$ cat src/rtl/readout_pkg.sv
// Shared types and default widths for the post-run data-memory readout sequencer.
package readout_pkg;

    localparam int DEF_ADDR_W = 10;
    localparam int DEF_DATA_W = 32;

    typedef enum logic [2:0] {
        ST_IDLE    = 3'd0,
        ST_ISSUE   = 3'd1,
        ST_CAPTURE = 3'd2,
        ST_PRESENT = 3'd3,
        ST_FINISH  = 3'd4
    } state_t;

endpackage

$ cat src/rtl/readout_addr_ctr.sv
// Loadable wrap-around read address plus remaining-word down-counter.
module readout_addr_ctr
    import readout_pkg::*;
#(
    parameter int ADDR_W = DEF_ADDR_W
) (
    input  logic              clk,
    input  logic              rst,
    input  logic              load,
    input  logic [ADDR_W-1:0] load_addr,
    input  logic [ADDR_W:0]   load_count,
    input  logic              step,
    output logic [ADDR_W-1:0] addr,
    output logic              last
);

    logic [ADDR_W-1:0] addr_reg;
    logic [ADDR_W:0]   remaining_reg;

    always_ff @(posedge clk or negedge rst) begin
        if (!rst) begin
            addr_reg      <= '0;
            remaining_reg <= '0;
        end else if (load) begin
            addr_reg      <= load_addr;
            remaining_reg <= load_count;
        end else if (step) begin
            remaining_reg <= remaining_reg - 1'b1;
            // The final word leaves the address parked on the last location read.
            if (!last)
                addr_reg <= addr_reg + 1'b1;
        end
    end

    assign addr = addr_reg;
    assign last = (remaining_reg == (ADDR_W+1)'(1));

endmodule

$ cat src/rtl/mem_readout_ctrl.sv
// Takes over the data-memory port after a run and streams a contiguous
// address range out over a valid/ready handshake.
module mem_readout_ctrl
    import readout_pkg::*;
#(
    parameter int ADDR_W = DEF_ADDR_W,
    parameter int DATA_W = DEF_DATA_W
) (
    input  logic              clk,
    input  logic              rst,
    input  logic              start,
    input  logic [ADDR_W-1:0] start_addr,
    input  logic [ADDR_W:0]   word_count,
    input  logic              abort,
    input  logic [DATA_W-1:0] mem_data,
    output logic              hold,
    output logic [ADDR_W-1:0] inp_addr,
    output logic              out_valid,
    input  logic              out_ready,
    output logic [DATA_W-1:0] out_data,
    output logic [ADDR_W-1:0] out_addr,
    output logic              busy,
    output logic              done
);

    state_t state_reg, state_next;

    logic              hold_reg, hold_next;
    logic              out_valid_reg, out_valid_next;
    logic              busy_reg, done_reg;
    logic [DATA_W-1:0] out_data_reg;
    logic [ADDR_W-1:0] out_addr_reg;

    logic ctr_load, ctr_step, capture, last;
    logic handshake;

    readout_addr_ctr #(.ADDR_W(ADDR_W)) u_addr_ctr (
        .clk        (clk),
        .rst        (rst),
        .load       (ctr_load),
        .load_addr  (start_addr),
        .load_count (word_count),
        .step       (ctr_step),
        .addr       (inp_addr),
        .last       (last)
    );

    assign handshake = out_valid_reg & out_ready;

    always_comb begin
        state_next     = state_reg;
        ctr_load       = 1'b0;
        ctr_step       = 1'b0;
        capture        = 1'b0;
        hold_next      = hold_reg;
        out_valid_next = out_valid_reg;

        case (state_reg)
            ST_IDLE: begin
                if (start) begin
                    if (word_count != '0) begin
                        ctr_load   = 1'b1;
                        hold_next  = 1'b1;
                        state_next = ST_ISSUE;
                    end else begin
                        state_next = ST_FINISH;
                    end
                end
            end
            ST_ISSUE:   state_next = ST_CAPTURE;
            ST_CAPTURE: begin
                capture        = 1'b1;
                out_valid_next = 1'b1;
                state_next     = ST_PRESENT;
            end
            ST_PRESENT: begin
                if (handshake) begin
                    ctr_step       = 1'b1;
                    out_valid_next = 1'b0;
                    state_next     = last ? ST_FINISH : ST_ISSUE;
                end
            end
            ST_FINISH: begin
                hold_next  = 1'b0;
                state_next = ST_IDLE;
            end
            default: begin
                hold_next      = 1'b0;
                out_valid_next = 1'b0;
                state_next     = ST_IDLE;
            end
        endcase

        // Abort overrides everything, but a simultaneous handshake still consumes the word.
        if (abort && state_reg != ST_IDLE) begin
            capture        = 1'b0;
            hold_next      = 1'b0;
            out_valid_next = 1'b0;
            state_next     = ST_IDLE;
        end
    end

    always_ff @(posedge clk or negedge rst) begin
        if (!rst) begin
            state_reg     <= ST_IDLE;
            hold_reg      <= 1'b0;
            out_valid_reg <= 1'b0;
            busy_reg      <= 1'b0;
            done_reg      <= 1'b0;
            out_data_reg  <= '0;
            out_addr_reg  <= '0;
        end else begin
            state_reg     <= state_next;
            hold_reg      <= hold_next;
            out_valid_reg <= out_valid_next;
            busy_reg      <= (state_next != ST_IDLE);
            done_reg      <= (state_next == ST_FINISH);
            if (capture) begin
                out_data_reg <= mem_data;
                out_addr_reg <= inp_addr;
            end
        end
    end

    assign hold      = hold_reg;
    assign out_valid = out_valid_reg;
    assign out_data  = out_data_reg;
    assign out_addr  = out_addr_reg;
    assign busy      = busy_reg;
    assign done      = done_reg;

endmodule

$ cat config.mk
export PLATFORM = sky130hd
export DESIGN_NAME = mem_readout_ctrl
export DESIGN_NICKNAME = d
export VERILOG_FILES = /design/src/rtl/readout_pkg.sv /design/src/rtl/readout_addr_ctr.sv /design/src/rtl/mem_readout_ctrl.sv
export SDC_FILE = /design/constraint.sdc
export NUM_CORES = 1
export LEC_CHECK = 0
export ABC_AREA = 1
export BUFFER_PORTS_ARGS = -buffer_cell sky130_fd_sc_hd__buf_2
export CORE_MARGIN = 3
export CORE_UTILIZATION = 45
export DETAILED_ROUTE_END_ITERATION = 16
export GPL_TIMING_DRIVEN = 0
export PLACE_DENSITY_LB_ADDON = 0.1
export SETUP_SLACK_MARGIN = 0.02
export SYNTH_ARGS = -nofsm -noshare
export SYNTH_HDL_FRONTEND = slang
export SYNTH_SLANG_ARGS = --single-unit
$ cat constraint.sdc
create_clock -name clk -period 1.3 [get_ports clk]
set_input_delay 0.26 -clock clk [delete_from_list [all_inputs] [get_ports clk]]
set_output_delay 0.26 -clock clk [all_outputs]
set_load 0.02 [all_outputs]
## After elaboration in Yosys (flattened, before gate mapping)

Cells that the tools add are included.

- Register bits after elaboration: 70
- Input bits: 58
- Output and inout port bits: 56
- Word-level logic and storage cells: 60

- $add $sub $neg: 2
- Equality and inequality tests: 12
- Mux-type cells: 25
- Bitwise logic cells: 1
- Reductions and logical operators: 11

Operators by type and width:

| cell | number |
|---|---|
| 2-to-1 mux 10 bit | 3 |
| 2-to-1 mux 11 bit | 2 |
| 2-to-1 mux 3 bit | 5 |
| 2-to-1 mux 1 bit | 12 |
| case mux 3 bit (4 select lines) | 1 |
| == test 11 x 1 -> 1 bit, second input constant | 1 |
| nonzero test 11 bit | 1 |
| subtractor 11 x 1 -> 11 bit, second input constant | 1 |
| adder 10 x 1 -> 10 bit, second input constant | 1 |
| inequality test 3 bit, second input constant | 3 |
| == test 3 x 2 -> 1 bit, second input constant | 2 |
| == test 3 bit, second input constant | 2 |
| nonzero test 3 bit | 2 |
| OR reduction 3 bit | 2 |
| inequality test 2 x 1 -> 1 bit, second input constant | 2 |
| AND reduction 2 bit | 2 |
| == test 3 x 1 -> 1 bit, second input constant | 1 |
| zero test 3 bit | 1 |
| case mux 1 bit (3 select lines) | 1 |
| AND reduction 3 bit | 1 |
| inequality test 2 bit, second input constant | 1 |
| case mux 1 bit (2 select lines) | 1 |
| nonzero test 2 bit | 1 |
| AND 1 bit | 1 |
| logical AND 1 bit | 1 |

## Logic depth before layout (Yosys ltp)

Gate-level depths: netlist of the first run.

- Depth after elaboration: 6
- Mapped depth: 12
- Depth with buffers taken out: 12

## By module

From an unflattened synthesis of the first run, not the netlist that was laid out.

- Cell total of the unflattened synthesis: 349
- Area, all modules: 3565.9 µm²

By module, submodules not included:

| module | times used | cells an instance | area an instance (µm²) | sequential area each (µm²) |
|---|---|---|---|---|
| mem_readout_ctrl | 1 | 150 | 2135.8 | 1226.2 |
| readout_addr_ctr | 1 | 199 | 1430.1 | 525.5 |

## Worst setup path before layout of the first run

Ideal clock, no wire load.

- Kind: reg2reg
- From: register out_valid_reg, in the netlist out_valid
- To: register u_addr_ctr.addr_reg[3], in the netlist u_addr_ctr.addr[3]
- Setup time: 0.125 ns
- Data arrival time: 1.371 ns
- Required time: 1.175 ns
- Setup slack: -0.196 ns
- Cell stages (with the launch flop): 10
- Buffers on the path: 0
- Clock period less this slack: 1.496 ns
- Path through: dfrtp_1 -> nand2_1 -> nor3_4 -> inv_2 -> nor2_8 -> inv_2 -> nand2_2 -> inv_2 -> nand2_1 -> nand3_1

- Word-level cells in the longest chain between the ends: 5

RTL lines:

| what | RTL line | source |
|---|---|---|
| start, declared | mem_readout_ctrl.sv:29 | `logic out_valid_reg, out_valid_next;` |
| start signal, assigned | mem_readout_ctrl.sv:115 | `out_valid_reg <= out_valid_next;` |
| AND 1 bit | mem_readout_ctrl.sv:48 | `assign handshake = out_valid_reg & out_ready;` |
| 2-to-1 mux 1 bit | mem_readout_ctrl.sv:77 | `if (handshake) begin` |
| 2-to-1 mux 1 bit | mem_readout_ctrl.sv:58 | `case (state_reg)` |
| nonzero test 2 bit (no line) | n/a |  |
| AND reduction 2 bit (no line) | n/a |  |
| end signal, assigned | readout_addr_ctr.sv:25 | `addr_reg <= load_addr;` |
| end signal, assigned | readout_addr_ctr.sv:31 | `addr_reg <= addr_reg + 1'b1;` |
| end, declared | readout_addr_ctr.sv:17 | `logic [ADDR_W-1:0] addr_reg;` |

No other way between the ends.
A chain may end at the register's enable or synchronous reset.

## Worst setup path after layout of the first run

- From: register u_addr_ctr.remaining_reg[1]
- To: register u_addr_ctr.addr_reg[1], in the netlist u_addr_ctr.addr[1]

- Word-level cells in the longest chain between the ends: 3

RTL lines:

| what | RTL line | source |
|---|---|---|
| start, declared | readout_addr_ctr.sv:18 | `logic [ADDR_W:0] remaining_reg;` |
| start signal, assigned | readout_addr_ctr.sv:26 | `remaining_reg <= load_count;` |
| start signal, assigned | readout_addr_ctr.sv:28 | `remaining_reg <= remaining_reg - 1'b1;` |
| == test 11 x 1 -> 1 bit | readout_addr_ctr.sv:36 | `assign last = (remaining_reg == (ADDR_W+1)'(1));` |
| inequality test 2 bit (no line) | n/a |  |
| AND reduction 2 bit (no line) | n/a |  |

No other way between the ends.

==> qor.csv, run 1 <==
stage;metric;value;unit
status;status;finished, violations left;
status;violations;negative setup slack;
yosys;syn_area;0.00339;mm2
setup_path;critical_path_depth;13;
place;postPlaceCellArea;0.00415;mm2
yosys;yosysTopAreaCell;dfrtp_1;
route;ant_nets;0;
clock_network;cts.sinks;70;
power;power_density;2380;mW/mm2
yosys;post-synth-top-area-fraction;51.6;%
sta;setup_ws;-243;ps
setup_path;cp.buffers_inverters;5;
setup_path;crit_type;reg -> reg;
yosys;yosysMostFrequentCell;nand2_1;
floorplanning;rows;31;
sta;setup_viol_count_final;68;
power;ir_drop;0.00108;V
setup_path;crit_family;simple AND/OR/NAND/NOR gates;
yosys;muxShareOfSynthArea;0;%
setup_path;worstPathArrival;1830;ps
floorplanning;io-pin-count;114;
power;switchingPower;5.76;mW
route;routed_wl;10100;um
route;vias_per_cell;4.86;
finish;design_area;0.00545;mm2
sta;finalCriticalPeriod;1540;ps
setup_path;required;1590;ps
route;drc;0;
yosys;synth_edf_count;0;
finish;area_delta_synth_final;60.5;%
yosys;syn_inst;439;
min_path;hold_path_class;in -> async;
finish;utilization;74.7;%
yosys;yosys_warnings;0;
setup_path;reg2reg_depth;13;
yosys;avgSynthCellArea;7.73;um2
place;hpwl;5900;um
yosys;synth-seq-cells;70;
route;wl_per_cell;14.1;um
setup_path;setup.worst_path.end_class;flip-flop;
power;p_int;7.22;mW
global_route;track_usage;22.7;%
sta;fin_crit_sh;119;%
sta;fin_skew;8.47;ps
global_route;grt_overflow;0;
finish;num-fill-cells;543;
setup_path;path_cells;inv_2 -> ha_4 -> inv_2 -> nor2_2 -> nand3_2 -> nor2_4 -> buf_12 -> nor2_8 -> inv_2 -> nand2_4 -> inv_8 -> nand2_1 -> nand3_1;
clock_network;clk_pin_slew;70;ps
sta;rsz0062_at_grt;yes;
clock_network;cts_tree;built;
route;firstDrtPassIters;4;
setup_path;cp_max_fo;8;
setup_path;cpMostUsedCell;inv_2;
place;dpl.cell_count;651;
finish;largest_reg_flops;32;
yosys;synth_compound_area_share;2.21;%
setup_path;cpPeakStageDelay;390;ps
setup_path;cp-startpoint;u_addr_ctr.remaining_reg[1]$_DFFE_PN0P_;
yosys;synthFlopType;dfrtp_1;
yosys;synthSimpleGateAreaFrac;36.7;%
route;first_iter_violations;97;
power;switching_share;44.3;%
clock_network;max-clock-path-buffers;2;
global_route;grt_pass1_wl;15500;um
power;p_seq_share;31.7;%
setup_path;r2r-start;u_addr_ctr.remaining_reg[1]$_DFFE_PN0P_;
sta;relSlewSlack;41.1;%
route;top_layer;met4;
yosys;synthAdderAreaFrac;1.11;%
route;wl_met3;552;um
run;maxCapViolCount;0;
sta;tightest_slew;884;ps
global_route;grt_max_degree;71;
clock_network;cts.htree.levels;3;
place;gp_congestion;0.860;
yosys;ys_top_cells_by_area;dfrtp_1 52%, nand2_1 24%, nand3_1 4.0%;
floorplanning;dieWidth;92.8;um
sta;max_clock_freq;0.648;GHz
finish;final_nets;672;
floorplanning;dieArea;0.00862;mm2
sta;finalHoldViolations;0;
route;m1WireLength;4230;um
finish;final_cells;715;
yosys;synth_top_family_by_area;simple AND/OR/NAND/NOR gates;
global_route;antenna_found_initial;0;
yosys;async_reset_ff_share;100;%
finish;n_antenna_cell;0;
floorplanning;coreArea;0.00729;mm2
yosys;synth.top_cells.by_count;216 x nand2_1, 70 x dfrtp_1, 28 x nor2_1;
route;vias;3478;
power;p_comb_share;54.3;%
floorplanning;start_util;46.5;%
yosys;synth_cell_types;28;
clock_network;cts_root_buf;clkbuf_8;
yosys;syn_nets;500;
clock_network;cts_made_buffers;9;
setup_path;startpoint_type;flip-flop;
clock_network;hold_buffers;0;
power;report.power.total;13.0;mW
place;place.port_buffers;113;
power;clockPowerShare;14.0;%
yosys;yosysSeqAreaShare;51.6;%
setup_path;slowest_stage;dfrtp_1;
floorplanning;dieHeight;92.8;um
sta;maxSlewViolCount;0;
route;wl_met2;5110;um
yosys;synthXorXnorAreaFrac;2.32;%
clock_network;clk_latency;360;ps
global_route;grt_pass1_vias;3398;
finish;drive_gt1_share;55.0;%
power;p_leak;2.92;nW
-- per-stage QoR --
step	setup WS [ps]	hold WS, ps	setup TNS (ps)
2_1_floorplan	-104	-35.6	-1550
3_3_place_gp	-578	448	-44560
3_5_place_dp	-359	438	-14970
4_1_cts	-197	54.8	-5660
5_1_grt	-352	79.0	-16890
6_report	-243	21.9	-10240
-- area by class of cell --
type	instances	area (um2)	share of cell area [%]
Multi-Input combinational cell	322	1940	35.6
Sequential cell	70	1760	32.3
Timing Repair Buffer	161	1120	20.5
Buffer	11	155	2.85
Inverter	36	153	2.80
Clock buffer	11	141	2.60
Tap cell	99	124	2.27
Clock inverter	5	58.8	1.08
-- layer usage --
metal	vias up	global-route usage (%)
met2	109	38.2
met3	23	4.55
met4	0	8.67
met5	-	0
met1	1645	28.7
li1	1701	-
-- cells by family after synthesis --
logic type                 Yosys count
DFF                                 70
and+or+nand+nor                    295
adders and majority gates            3
buffers and inverters               48
AOI/OAI and AO/OA                   14
xor gates and xnor gates             9
-- timing repair --
item                                    4_1_cts  5_1_grt
setup buffers                                32       12
pin swaps                                    39       37
resized for setup                           124       97
endpoints found under the setup margin       73       71
cloned                                       10        1
-- layout by cell type, fill, tap and decap left out, types with 7 or more instances in the layout --
cell type and count:
buf_2 112, buf_4 22, buf_6 19, buf_8 11, clkbuf_8 10, dfrtp_1 63
dfrtp_2 7, inv_1 22, inv_2 10, nand2_1 123, nand2_2 76, nand2_4 20
nand3_1 13, nand3_2 14, nand4_1 7, nor2_1 22
-- power groups by stage --
stage / Clock (mW) / Sequential, mW / Combinational, mW
2_1_floorplan: 0 / 4.87 / 2.27
3_3_place_gp: 0 / 3.92 / 4.67
3_5_place_dp: 0 / 3.95 / 4.76
4_1_cts: 1.81 / 3.98 / 6.30
5_1_grt: 1.93 / 4.23 / 7.72
6_report: 1.82 / 4.11 / 7.05
-- path summary, 6_finish.rpt --
| check | to | slack, ps |
|---|---|---|
| setup / recovery | u_addr_ctr.addr[1]$_DFFE_PN0P_ | -240 |
| hold / removal | out_data[27]$_DFFE_PN0P_ | 20 |
| setup reg to reg | u_addr_ctr.addr[1]$_DFFE_PN0P_ | -240 |
| hold reg to reg | out_data[0]$_DFFE_PN0P_ | 470 |
| max in group asynchronous | out_valid$_DFFE_PN0P_ | 650 |
| min in group clk | out_data[4]$_DFFE_PN0P_ | 100 |
(Power assumes the default switching activity.)
==> run 2, diff against run 1 <==
--- a/config.mk
+++ b/config.mk
@@ -5,13 +5,13 @@
 export SDC_FILE = /design/constraint.sdc
 export NUM_CORES = 1
 export LEC_CHECK = 0
-export ABC_AREA = 1
 export BUFFER_PORTS_ARGS = -buffer_cell sky130_fd_sc_hd__buf_2
 export CORE_MARGIN = 3
 export CORE_UTILIZATION = 45
 export DETAILED_ROUTE_END_ITERATION = 16
 export GPL_TIMING_DRIVEN = 0
 export PLACE_DENSITY_LB_ADDON = 0.1
+export RECOVER_POWER = 100
 export SETUP_SLACK_MARGIN = 0.02
 export SYNTH_ARGS = -nofsm -noshare
 export SYNTH_HDL_FRONTEND = slang
==> qor.csv, run 2 <==
stage;metric;value;unit
status;status;finished, violations left;
status;violations;negative setup slack;
route;vias;2999;
yosys;synth-seq-cells;70;
floorplanning;dieHeight;91.9;um
yosys;synth_compound_area_share;11.8;%
setup_path;setup.worst_path.end_class;flip-flop;
finish;largest_reg_flops;32;
setup_path;cp_max_fo;7;
run;maxCapViolCount;0;
sta;tightest_slew;952;ps
global_route;grt_overflow;0;
route;firstDrtPassIters;4;
floorplanning;io-pin-count;114;
yosys;muxShareOfSynthArea;14.3;%
global_route;track_usage;21.1;%
route;first_iter_violations;150;
clock_network;cts_tree;built;
yosys;async_reset_ff_share;100;%
yosys;syn_nets;339;
clock_network;clk_pin_slew;80;ps
route;drc;0;
power;power_density;2430;mW/mm2
route;wl_per_cell;18.1;um
yosys;synth_top_family_by_area;simple AND/OR/NAND/NOR gates;
yosys;syn_area;0.00332;mm2
setup_path;required;1580;ps
place;hpwl;5540;um
yosys;yosys_warnings;0;
clock_network;cts_made_buffers;9;
sta;setup_tns;-18680;ps
global_route;grt_pass1_wl;14300;um
sta;relSlewSlack;36.6;%
yosys;yosysTopAreaCell;dfrtp_1;
clock_network;max-clock-path-buffers;2;
finish;layout_common_cells;63 x buf_2, 61 x dfrtp_1, 42 x mux2_4;
sta;maxSlewViolCount;0;
route;vias_per_cell;5.44;
yosys;synth_edf_count;0;
route;ant_nets;0;
finish;drive_gt1_share;58.2;%
sta;max_clock_freq;0.590;GHz
global_route;grt_max_degree;71;
finish;num-fill-cells;513;
finish;multi_input_area;0.00187;mm2
finish;n_antenna_cell;0;
yosys;synthAdderAreaFrac;1.13;%
sta;fin_crit_sh;130;%
floorplanning;start_util;47.5;%
yosys;synthSimpleGateAreaFrac;15.3;%
setup_path;r2r-start;state_reg[1]$_DFF_PN0_;
setup_path;worstPathArrival;1970;ps
yosys;yosysMostFrequentCell;dfrtp_1;
clock_network;cts.sinks;70;
place;pre_cts_ws;-652;ps
finish;utilization;74.4;%
setup_path;cp-startpoint;state_reg[1]$_DFF_PN0_;
finish;seq_area;0.00176;mm2
power;ir_drop;0.00130;V
floorplanning;rows;30;
place;gp_congestion;0.818;
yosys;synthXorXnorAreaFrac;1.06;%
sta;setup_ws;-394;ps
sta;setup_viol_count_final;73;
yosys;synth.top_cells.by_count;70 x dfrtp_1, 37 x mux2_2, 21 x nor2_1;
sta;rsz0062_at_grt;yes;
finish;area_delta_synth_final;56.4;%
floorplanning;coreArea;0.00698;mm2
yosys;syn_inst;278;
power;p_leak;2.26;nW
min_path;hold_path_class;in -> async;
yosys;post-synth-top-area-fraction;52.8;%
yosys;yosysSeqAreaShare;52.8;%
route;routed_wl;9960;um
clock_network;clk_latency;350;ps
floorplanning;dieArea;0.00844;mm2
yosys;synthFlopType;dfrtp_1;
finish;final_nets;511;
global_route;grt_pass1_vias;2824;
sta;fin_skew;10.2;ps
floorplanning;dieWidth;91.9;um
place;place.port_buffers;112;
yosys;synth_cell_types;46;
sta;finalHoldViolations;0;
global_route;antenna_found_initial;0;
clock_network;cts_root_buf;clkbuf_8;
yosys;avgSynthCellArea;11.9;um2
yosys;ys_top_cells_by_area;dfrtp_1 53%, mux2_2 13%, a31oi_2 3.0%;
setup_path;startpoint_type;flip-flop;
clock_network;cts.htree.levels;3;
sta;finalCriticalPeriod;1690;ps
finish;final_common_cell;buf_2;
setup_path;crit_type;reg -> reg;
[run 2: cell count changes after synthesis, sizes merged, moves of 7 or more]
cell   before  now
nand3      28   14
nor2       32   21
mux2        0   42
nand2     219   18
a31oi       0    9
or4         0    9
o31ai       0    7
inv        36    4
[run 2: worst max-delay path: stages, from the launching register on]
cell and delay, ps:
dfrtp_1 350, buf_6 130, nor2b_4 160, buf_6 150, nand3_4 100, or4_4 540, a31oi_4 190
[run 2: what timing repair did]
item / in CTS / in global routing
buffers inserted: 21 / 21
endpoints found under the setup margin: 69 / 75
resized for setup: 62 / 81
gates cloned: 4 / 3
pin swaps: 16 / 19
hold buffers: 0 / 0
[run 2: final cells by class]
class	instances	area share, %
Multi-Input combinational cell	189	36.0
Sequential cell	70	34.0
Timing Repair Buffer	160	19.6
Buffer	16	3.86
Clock buffer	9	2.39
Tap cell	96	2.31
Clock inverter	7	1.57
Inverter	4	0.289
[run 2: layer usage]
metal	up-vias	track usage [%]	share of wire [%]
met1	1496	28.0	44
met3	11	3.53	5.7
li1	1385	-	-
met2	107	35.0	49
met4	0	7.05	0.98
met5	-	0	0
[run 2: worst paths after layout]
| path | cells after the start | slack [ps] | end |
|---|---|---|---|
| worst max-delay path | 6 | -390 | u_addr_ctr.addr[4]$_DFFE_PN0P_ |
| worst min-delay path | 1 | 80 | out_data[29]$_DFFE_PN0P_ |
| worst max register to register | 6 | -390 | u_addr_ctr.addr[4]$_DFFE_PN0P_ |
| worst min register to register | 1 | 510 | out_data[7]$_DFFE_PN0P_ |
| max in group asynchronous | 1 | 550 | u_addr_ctr.addr[0]$_DFFE_PN0P_ |
| min in group clk | 3 | 130 | u_addr_ctr.remaining_reg[2]$_DFFE_PN0P_ |
[run 2: through the flow]
stage          total power [mW]  std cells  cell area, um2  hold WS (ps)
6_report                   12.6        551            5190          77.3
3_5_place_dp               8.72        486            4100           437
3_3_place_gp               8.61        486            4100           465
5_1_grt                    13.4        551            5190           121
4_1_cts                    11.4        527            4710          57.8
2_1_floorplan              7.17        278            3420         -35.6
[run 2: power by group]
group	switching, mW	internal [mW]
Combinational	3.32	3.28
Sequential	0.926	3.26
Clock	0.940	0.912
Total	5.19	7.45
[run 2: cells by family (layout without fill, tap and decap cells)]
group / count (synthesis) / after routing
adders and majority gates: 3 / 3
AOI/OAI and AO/OA: 49 / 50
and+or+nand+nor: 90 / 90
DFF: 70 / 70
xor gates and xnor gates: 4 / 4
muxes: 42 / 42
buffers and inverters: 20 / 196
